### src/rtl/mc_pkg.sv
// Shared types and encodings for the multi-cycle RV32I control sequencer.
// Imported by mc_decode and mc_controller.
package mc_pkg;

   typedef enum logic [2:0] {
      ST_IDLE,
      ST_FETCH,
      ST_EXEC,
      ST_MEM,
      ST_WB,
      ST_TRAP
   } state_t;

   localparam logic [6:0] OP_R      = 7'b0110011;
   localparam logic [6:0] OP_IMM    = 7'b0010011;
   localparam logic [6:0] OP_LUI    = 7'b0110111;
   localparam logic [6:0] OP_AUIPC  = 7'b0010111;
   localparam logic [6:0] OP_JAL    = 7'b1101111;
   localparam logic [6:0] OP_JALR   = 7'b1100111;
   localparam logic [6:0] OP_BRANCH = 7'b1100011;
   localparam logic [6:0] OP_LOAD   = 7'b0000011;
   localparam logic [6:0] OP_STORE  = 7'b0100011;

   localparam logic [3:0] ALU_ADD  = 4'b0000;
   localparam logic [3:0] ALU_SUB  = 4'b0001;
   localparam logic [3:0] ALU_SLL  = 4'b0010;
   localparam logic [3:0] ALU_SLT  = 4'b0011;
   localparam logic [3:0] ALU_SLTU = 4'b0100;
   localparam logic [3:0] ALU_XOR  = 4'b0101;
   localparam logic [3:0] ALU_SRL  = 4'b0110;
   localparam logic [3:0] ALU_SRA  = 4'b0111;
   localparam logic [3:0] ALU_OR   = 4'b1000;
   localparam logic [3:0] ALU_AND  = 4'b1001;

   localparam logic [1:0] IMM_I = 2'b00;
   localparam logic [1:0] IMM_S = 2'b01;
   localparam logic [1:0] IMM_B = 2'b10;
   localparam logic [1:0] IMM_J = 2'b11;

   localparam logic [1:0] RES_ALU   = 2'b00;
   localparam logic [1:0] RES_MEM   = 2'b01;
   localparam logic [1:0] RES_PC4   = 2'b10;
   localparam logic [1:0] RES_UPPER = 2'b11;

   localparam logic [31:0] NOP_INSTR = 32'h0000_0013;

   typedef enum logic [1:0] {
      CL_COMMIT,
      CL_LOAD,
      CL_STORE,
      CL_ILLEGAL
   } iclass_t;

   typedef struct packed {
      logic [1:0] imm_sgn;
      logic [3:0] alu_main;
      logic       alu_sgn;
      logic [1:0] result_sgn;
      logic       pc_sgn;
      logic       jalr;
      logic       regwr;
   } ctrl_t;

   // alt selects SUB over ADD and SRA over SRL; callers decide when it applies.
   function automatic logic [3:0] alu_op(input logic [2:0] funct3, input logic alt);
      logic [3:0] op;
      case (funct3)
         3'b000:  op = alt ? ALU_SUB : ALU_ADD;
         3'b001:  op = ALU_SLL;
         3'b010:  op = ALU_SLT;
         3'b011:  op = ALU_SLTU;
         3'b100:  op = ALU_XOR;
         3'b101:  op = alt ? ALU_SRA : ALU_SRL;
         3'b110:  op = ALU_OR;
         default: op = ALU_AND;
      endcase
      return op;
   endfunction

endpackage

### src/rtl/mc_decode.sv
// Combinational instruction decoder: ir + ALU zero flag -> control word and
// instruction class. Holds no state; sequencing lives in mc_controller.
module mc_decode
   import mc_pkg::*;
(
   input  logic [31:0] ir,
   input  logic        zero,
   output ctrl_t       ctrl,
   output iclass_t     iclass
);

   logic [6:0] opcode;
   logic [2:0] funct3;
   logic       f7b5;
   logic       rd_nz;
   logic       unused_ir_bits;

   assign opcode         = ir[6:0];
   assign funct3         = ir[14:12];
   assign f7b5           = ir[30];
   assign rd_nz          = |ir[11:7];
   assign unused_ir_bits = ^{ir[31], ir[29:15]};

   // NOTE: every output gets a default before the case so no path leaves a
   // latch behind.
   always_comb begin
      ctrl            = '0;
      ctrl.imm_sgn    = IMM_I;
      ctrl.alu_main   = ALU_ADD;
      ctrl.result_sgn = RES_ALU;
      iclass          = CL_COMMIT;
      case (opcode)
         OP_R: begin
            ctrl.alu_main = alu_op(funct3, f7b5);
            ctrl.regwr    = rd_nz;
         end
         OP_IMM: begin
            // funct7[5] only distinguishes srai from srli; addi ignores it
            ctrl.alu_main = alu_op(funct3, (funct3 == 3'b101) && f7b5);
            ctrl.alu_sgn  = 1'b1;
            ctrl.regwr    = rd_nz;
         end
         OP_LUI, OP_AUIPC: begin
            ctrl.result_sgn = RES_UPPER;
            ctrl.regwr      = 1'b1;
         end
         OP_JAL: begin
            ctrl.imm_sgn    = IMM_J;
            ctrl.pc_sgn     = 1'b1;
            ctrl.result_sgn = RES_PC4;
            ctrl.regwr      = 1'b1;
         end
         OP_JALR: begin
            ctrl.alu_sgn    = 1'b1;
            ctrl.jalr       = 1'b1;
            ctrl.result_sgn = RES_PC4;
            ctrl.regwr      = 1'b1;
         end
         OP_BRANCH: begin
            ctrl.imm_sgn = IMM_B;
            case (funct3[2:1])
               2'b10:   ctrl.alu_main = ALU_SLT;
               2'b11:   ctrl.alu_main = ALU_SLTU;
               default: ctrl.alu_main = ALU_SUB;
            endcase
            // beq/bne take on zero/!zero; the set-less-than forms invert that
            ctrl.pc_sgn = funct3[2] ? ~(zero ^ funct3[0]) : (zero ^ funct3[0]);
         end
         OP_LOAD: begin
            ctrl.alu_sgn    = 1'b1;
            ctrl.result_sgn = RES_MEM;
            ctrl.regwr      = rd_nz;
            iclass          = CL_LOAD;
         end
         OP_STORE: begin
            ctrl.imm_sgn = IMM_S;
            ctrl.alu_sgn = 1'b1;
            iclass       = CL_STORE;
         end
         default: iclass = CL_ILLEGAL;
      endcase
   end

endmodule

### src/rtl/mc_controller.sv
// Multi-cycle sequencer driving the RV32I datapath through req/ack memories.
// Optional MC_PERF_CNT_EN adds cycle_cnt / instret_cnt performance counters.
module mc_controller
   import mc_pkg::*;
#(
   parameter int RESET_WAIT = 0
) (
   input  logic        clk,
   input  logic        rst,
   output logic        imem_req,
   input  logic        imem_ack,
   input  logic [31:0] imem_rdata,
   output logic        dmem_req,
   output logic        dmem_we,
   input  logic        dmem_ack,
   input  logic [31:0] dmem_rdata,
   output logic [31:0] ir,
   output logic [31:0] mdr,
   input  logic        zero,
   output logic        regwr_sgn,
   output logic [1:0]  imm_sgn,
   output logic [3:0]  alu_main,
   output logic        alu_sgn,
   output logic        memwr_sgn,
   output logic [1:0]  result_sgn,
   output logic        pc_sgn,
   output logic        jalr,
   output logic        pc_en,
   output logic        illegal
`ifdef MC_PERF_CNT_EN
   ,
   output logic [31:0] cycle_cnt,
   output logic [31:0] instret_cnt
`endif
);

   localparam int CW = (RESET_WAIT < 1) ? 1 : $clog2(RESET_WAIT + 1);

   state_t  state, state_d;
   ctrl_t   ctrl;
   iclass_t iclass;
   logic [CW-1:0] wait_cnt;
   logic          wait_done;

   mc_decode u_decode (
      .ir     (ir),
      .zero   (zero),
      .ctrl   (ctrl),
      .iclass (iclass)
   );

   assign wait_done = (wait_cnt == CW'(RESET_WAIT));

   // Datapath selects follow ir directly so they hold steady through MEM and WB.
   assign imm_sgn    = ctrl.imm_sgn;
   assign alu_main   = ctrl.alu_main;
   assign alu_sgn    = ctrl.alu_sgn;
   assign result_sgn = ctrl.result_sgn;
   assign pc_sgn     = ctrl.pc_sgn;
   assign jalr       = ctrl.jalr;

   always_comb begin
      state_d   = state;
      imem_req  = 1'b0;
      dmem_req  = 1'b0;
      dmem_we   = 1'b0;
      memwr_sgn = 1'b0;
      regwr_sgn = 1'b0;
      pc_en     = 1'b0;
      case (state)
         ST_IDLE:  if (wait_done) state_d = ST_FETCH;
         ST_FETCH: begin
            imem_req = 1'b1;
            if (imem_ack) state_d = ST_EXEC;
         end
         ST_EXEC: begin
            case (iclass)
               CL_COMMIT: begin
                  regwr_sgn = ctrl.regwr;
                  pc_en     = 1'b1;
                  state_d   = ST_FETCH;
               end
               CL_LOAD, CL_STORE: state_d = ST_MEM;
               default:           state_d = ST_TRAP;
            endcase
         end
         ST_MEM: begin
            dmem_req  = 1'b1;
            dmem_we   = (iclass == CL_STORE);
            memwr_sgn = (iclass == CL_STORE);
            if (dmem_ack) begin
               pc_en   = (iclass == CL_STORE);
               state_d = (iclass == CL_STORE) ? ST_FETCH : ST_WB;
            end
         end
         ST_WB: begin
            regwr_sgn = ctrl.regwr;
            pc_en     = 1'b1;
            state_d   = ST_FETCH;
         end
         ST_TRAP:  state_d = ST_TRAP;
         default:  state_d = ST_IDLE;
      endcase
   end

   // NOTE: sequential state uses non-blocking assignments so every register
   // samples pre-edge values regardless of statement order.
   always_ff @(posedge clk or negedge rst) begin
      if (!rst) begin
         state    <= ST_IDLE;
         wait_cnt <= '0;
         ir       <= NOP_INSTR;
         mdr      <= '0;
         illegal  <= 1'b0;
      end else begin
         state <= state_d;
         if (state == ST_IDLE && !wait_done) wait_cnt <= wait_cnt + 1'b1;
         if (state == ST_FETCH && imem_ack) ir <= imem_rdata;
         if (state == ST_MEM && dmem_ack && iclass == CL_LOAD) mdr <= dmem_rdata;
         if (state == ST_EXEC && iclass == CL_ILLEGAL) illegal <= 1'b1;
      end
   end

`ifdef MC_PERF_CNT_EN
   always_ff @(posedge clk or negedge rst) begin
      if (!rst) begin
         cycle_cnt   <= '0;
         instret_cnt <= '0;
      end else begin
         cycle_cnt <= cycle_cnt + 32'd1;
         if (pc_en) instret_cnt <= instret_cnt + 32'd1;
      end
   end
`endif

endmodule

### config.mk
export PLATFORM = sky130hd
export DESIGN_NAME = mc_controller
export DESIGN_NICKNAME = d
export VERILOG_FILES = /design/src/rtl/mc_pkg.sv /design/src/rtl/mc_decode.sv /design/src/rtl/mc_controller.sv
export SDC_FILE = /design/constraint.sdc
export NUM_CORES = 1
export LEC_CHECK = 0
export CAP_MARGIN = 20
export CORE_MARGIN = 4
export CORE_UTILIZATION = 41
export DETAILED_ROUTE_END_ITERATION = 7
export GPL_TIMING_DRIVEN = 0
export PLACE_DENSITY_LB_ADDON = 0.25
export SKIP_LAST_GASP = 1
export SLEW_MARGIN = 0
export SYNTH_ARGS = -nofsm -noshare
export SYNTH_HDL_FRONTEND = slang
export SYNTH_SLANG_ARGS = --single-unit
### constraint.sdc
create_clock -name clk -period 2.84 [get_ports clk]
set_input_delay 0.568 -clock clk [delete_from_list [all_inputs] [get_ports clk]]
set_output_delay 0.568 -clock clk [all_outputs]
set_load 0.03 [all_outputs]
==> results.md <==
- Status: finished, violations left
- Violated checks: negative setup slack
- Slew Limit Headroom: 0.417
- Core ar.: roughly 7300 um2
- Die area: 8970 um2
- Clock Pin Slew Worst Setup and Hold Paths: 0.07 ns
- Initial DRT Pass Iterations: 4
- Cells after synthesis: 239
- Top Layer Used: met4
- Synth unique cells: 43
- Post-Synthesis Net Count: 311
- Setup violations, final: 3
- Max-cap violation count: 0
- Fin crit share: 1.03
- R2r worst-path depth: 8
- Post-route ant nets: 0
- DIE WIDTH: roughly 95 um
- Post-Route Skew: between 0.01 and 0.015 ns
- Final worst path period need: between 2 and 3 ns
- Ratio of cells with drive above 1 in the final layout: 0.328
- # diodes: 0
- Cts bufs inserted: 9
- CP endpoint kind: primary output
- Multi-input combinational cell area: around 1400 um2
- Sequential fraction of the synthesis area: 0.561
- Rows: 31
- Top FF cell, synth: dfrtp_1
- Worst r2r src: ir[1]
- Pin count of the biggest net entering global routing: 70
- Clk Latency, worst-skew pair: 0.33 ns
- Critical Path Fanout Max: 8
- Worst-Margin Slew: 0.875 ns
- CTS sink cnt: 69
- Commonest non-fill, non-tap cell in the layout: clkdlybuf4s50_1
- Vias in the first global route: 2682
- Final setup margin: -0.0773 ns
- Root Buffer: clkbuf_8
- Die height: between 90 and 100 um
- Post-DP HPWL: between 6000 and 7000 um
- Initial antenna violation count: 0
- Final GP Congestion: 0.847
- PwrDens: between 900 and 1000 nW/um2
- Clock buffer depth: 2
- Hold_buf cts: 0
- Final Hold Fails: 0
- Leakage: 2.21 nW
- DP Area: 4730 um2
- Area grow syn2layout: 63.3%
- Post-synth EDFFs: 0
- Synth warnings: 0
- Register area: 1740 um2
- Synth Area per Inst: approximately 13 um2
- DRT met1 WL: roughly 3200 um
- Ports: between 150 and 200
- Routed WL: 8230 um
- Hold_ws: 0.333 ns
- DRC Markers: 0
- Flops & latches, synth: 69
- Ys async rst share: 1.00
- Required time worst endpoint: around 2.3 ns
- Most frequent cells in the layout: clkdlybuf4s50_1 (135), mux2_2 (64), dfrtp_1 (62)
- GR Overflow Total: 0
- Reg-to-reg setup timing slack: about 0.34 ns
- Final Slew Violations: 0
- CTS tree: built
- Post-Syn Area: between 3000 and 4000 um2
- # fillers: approximately 600
- Global-route wire length before repair: 12900 um
- WS Path Type: flip-flop to primary output
- Peak supply drop: 0.558 mV
- IO buf count: 150
- Initial Util: 0.423
- Worst path arrival time: roughly 2.4 ns
- Detailed Route Iter0 Violations: 104
- Metal2 WL: about 4300 um
- Min-Delay Path Class: input pin to async pin
- All-Layer GR Usage: 0.185
- Final-stage net count: 479
- Vias per cell: approximately 4.9
- Met3 WL: 507 um
- WL/cell: 16.1 um
- Achievable Freq: 0.343 GHz
- RSZ-0062 raised after global routing: yes
- FF-to-FF End: mdr[10]
- CTS HTree Levels: 3
- Routed vias: 2516
- Fin area: 5040 um2
- CP startpoint kind: flip-flop
==> critical path: stages, from the launching register on <==
cell,delay (ns)
dfstp_2,0.57
nand2_4,0.08
or3_4,0.37
or3_4,0.38
ha_4,0.19
inv_4,0.06
o221ai_4,0.09
a21oi_2,0.15
buf_6,0.14
==> layout make-up <==
| type | instances | share of cell area |
|---|---|---|
| multi-input combinational | 152 | 0.272 |
| timing repair buffer | 159 | 0.309 |
| inverter | 3 | 0.00273 |
| buffer | 13 | 0.0129 |
| clock buffer | 11 | 0.0301 |
| tap | 99 | 0.0246 |
| sequential | 69 | 0.345 |
| clock inverter | 4 | 0.00472 |
==> sequential cells by signal (all words and copies together), names as in the netlist <==
register  flops
illegal       1
state         3
wait_cnt      1
ir           32
mdr          32
==> how the worst max path moves through the flow <==
stage | start | end | slack [ns] | depth (start not counted)
6_report | ir[1] | regwr_sgn | -0.08 | 8
5_1_grt | ir[1] | regwr_sgn | -0.19 | 8
4_1_cts | ir[2] | regwr_sgn | -0.22 | 9
3_5_place_dp | ir[3] | regwr_sgn | -0.62 | 9
3_3_place_gp | rst | ir[3] | -1.40 | 1
2_1_floorplan | ir[5] | alu_sgn | -0.14 | 5
==> report_power, final <==
| part | internal (mW) | switching [mW] | total [mW] |
|---|---|---|---|
| Combinational | 1.15 | 1.33 | 2.48 |
| Clock | 0.357 | 0.356 | 0.713 |
| Sequential | 1.32 | 0.237 | 1.56 |
| Total | 2.83 | 1.92 | 4.75 |
==> cells by family after synthesis <==
group           Yosys count  synth area share
fa+ha+maj                 3            0.0122
compound gates           26            0.0531
simple gates             57             0.108
xor+xnor                  2           0.00568
buf+inv                  18            0.0260
flops                    69             0.561
mux                      64             0.234
==> cell usage after synthesis (3+ instances only) <==
master	number	share of area
a21oi_1	7	0.011
buf_2	7	0.011
clkbuf_1	7	0.0085
dfrtp_1	66	0.54
dfstp_2	3	0.026
ha_1	3	0.012
inv_1	3	0.0037
mux2_2	64	0.23
nand2_1	9	0.011
nand2b_1	4	0.0081
nand3_1	5	0.0081
nor2_1	7	0.0085
nor2b_1	5	0.010
nor3_1	6	0.0097
o21ai_0	9	0.015
==> repair_timing <==
item	CTS	global route
pin swaps	6	5
setup endpoints to repair	14	17
gates resized for setup	73	15
gates cloned	0	0
setup buffers	5	4
==> per-stage QoR <==
stage / TNS [ns] / std cells / worst slack (ns) / power [mW] / utilization
global placement: -79.85 / 488 / -1.40 / 3.88 / 0.648
CTS: -0.570 / 507 / -0.222 / 4.73 / 0.681
finish: -0.138 / 510 / -0.0773 / 4.75 / 0.691
detailed placement: -3.20 / 488 / -0.621 / 3.94 / 0.648
global route: -0.535 / 510 / -0.188 / 5.02 / 0.691
floorplan: -0.295 / 239 / -0.141 / 2.95 / -
==> routing by layer <==
layer	track usage	vias to the layer above
li1	-	1189
met1	0.215	1228
met2	0.317	83
met3	0.0534	16
met4	0.0781	0
met5	0	-
Note: power is estimated with default switching activity, not from simulation.
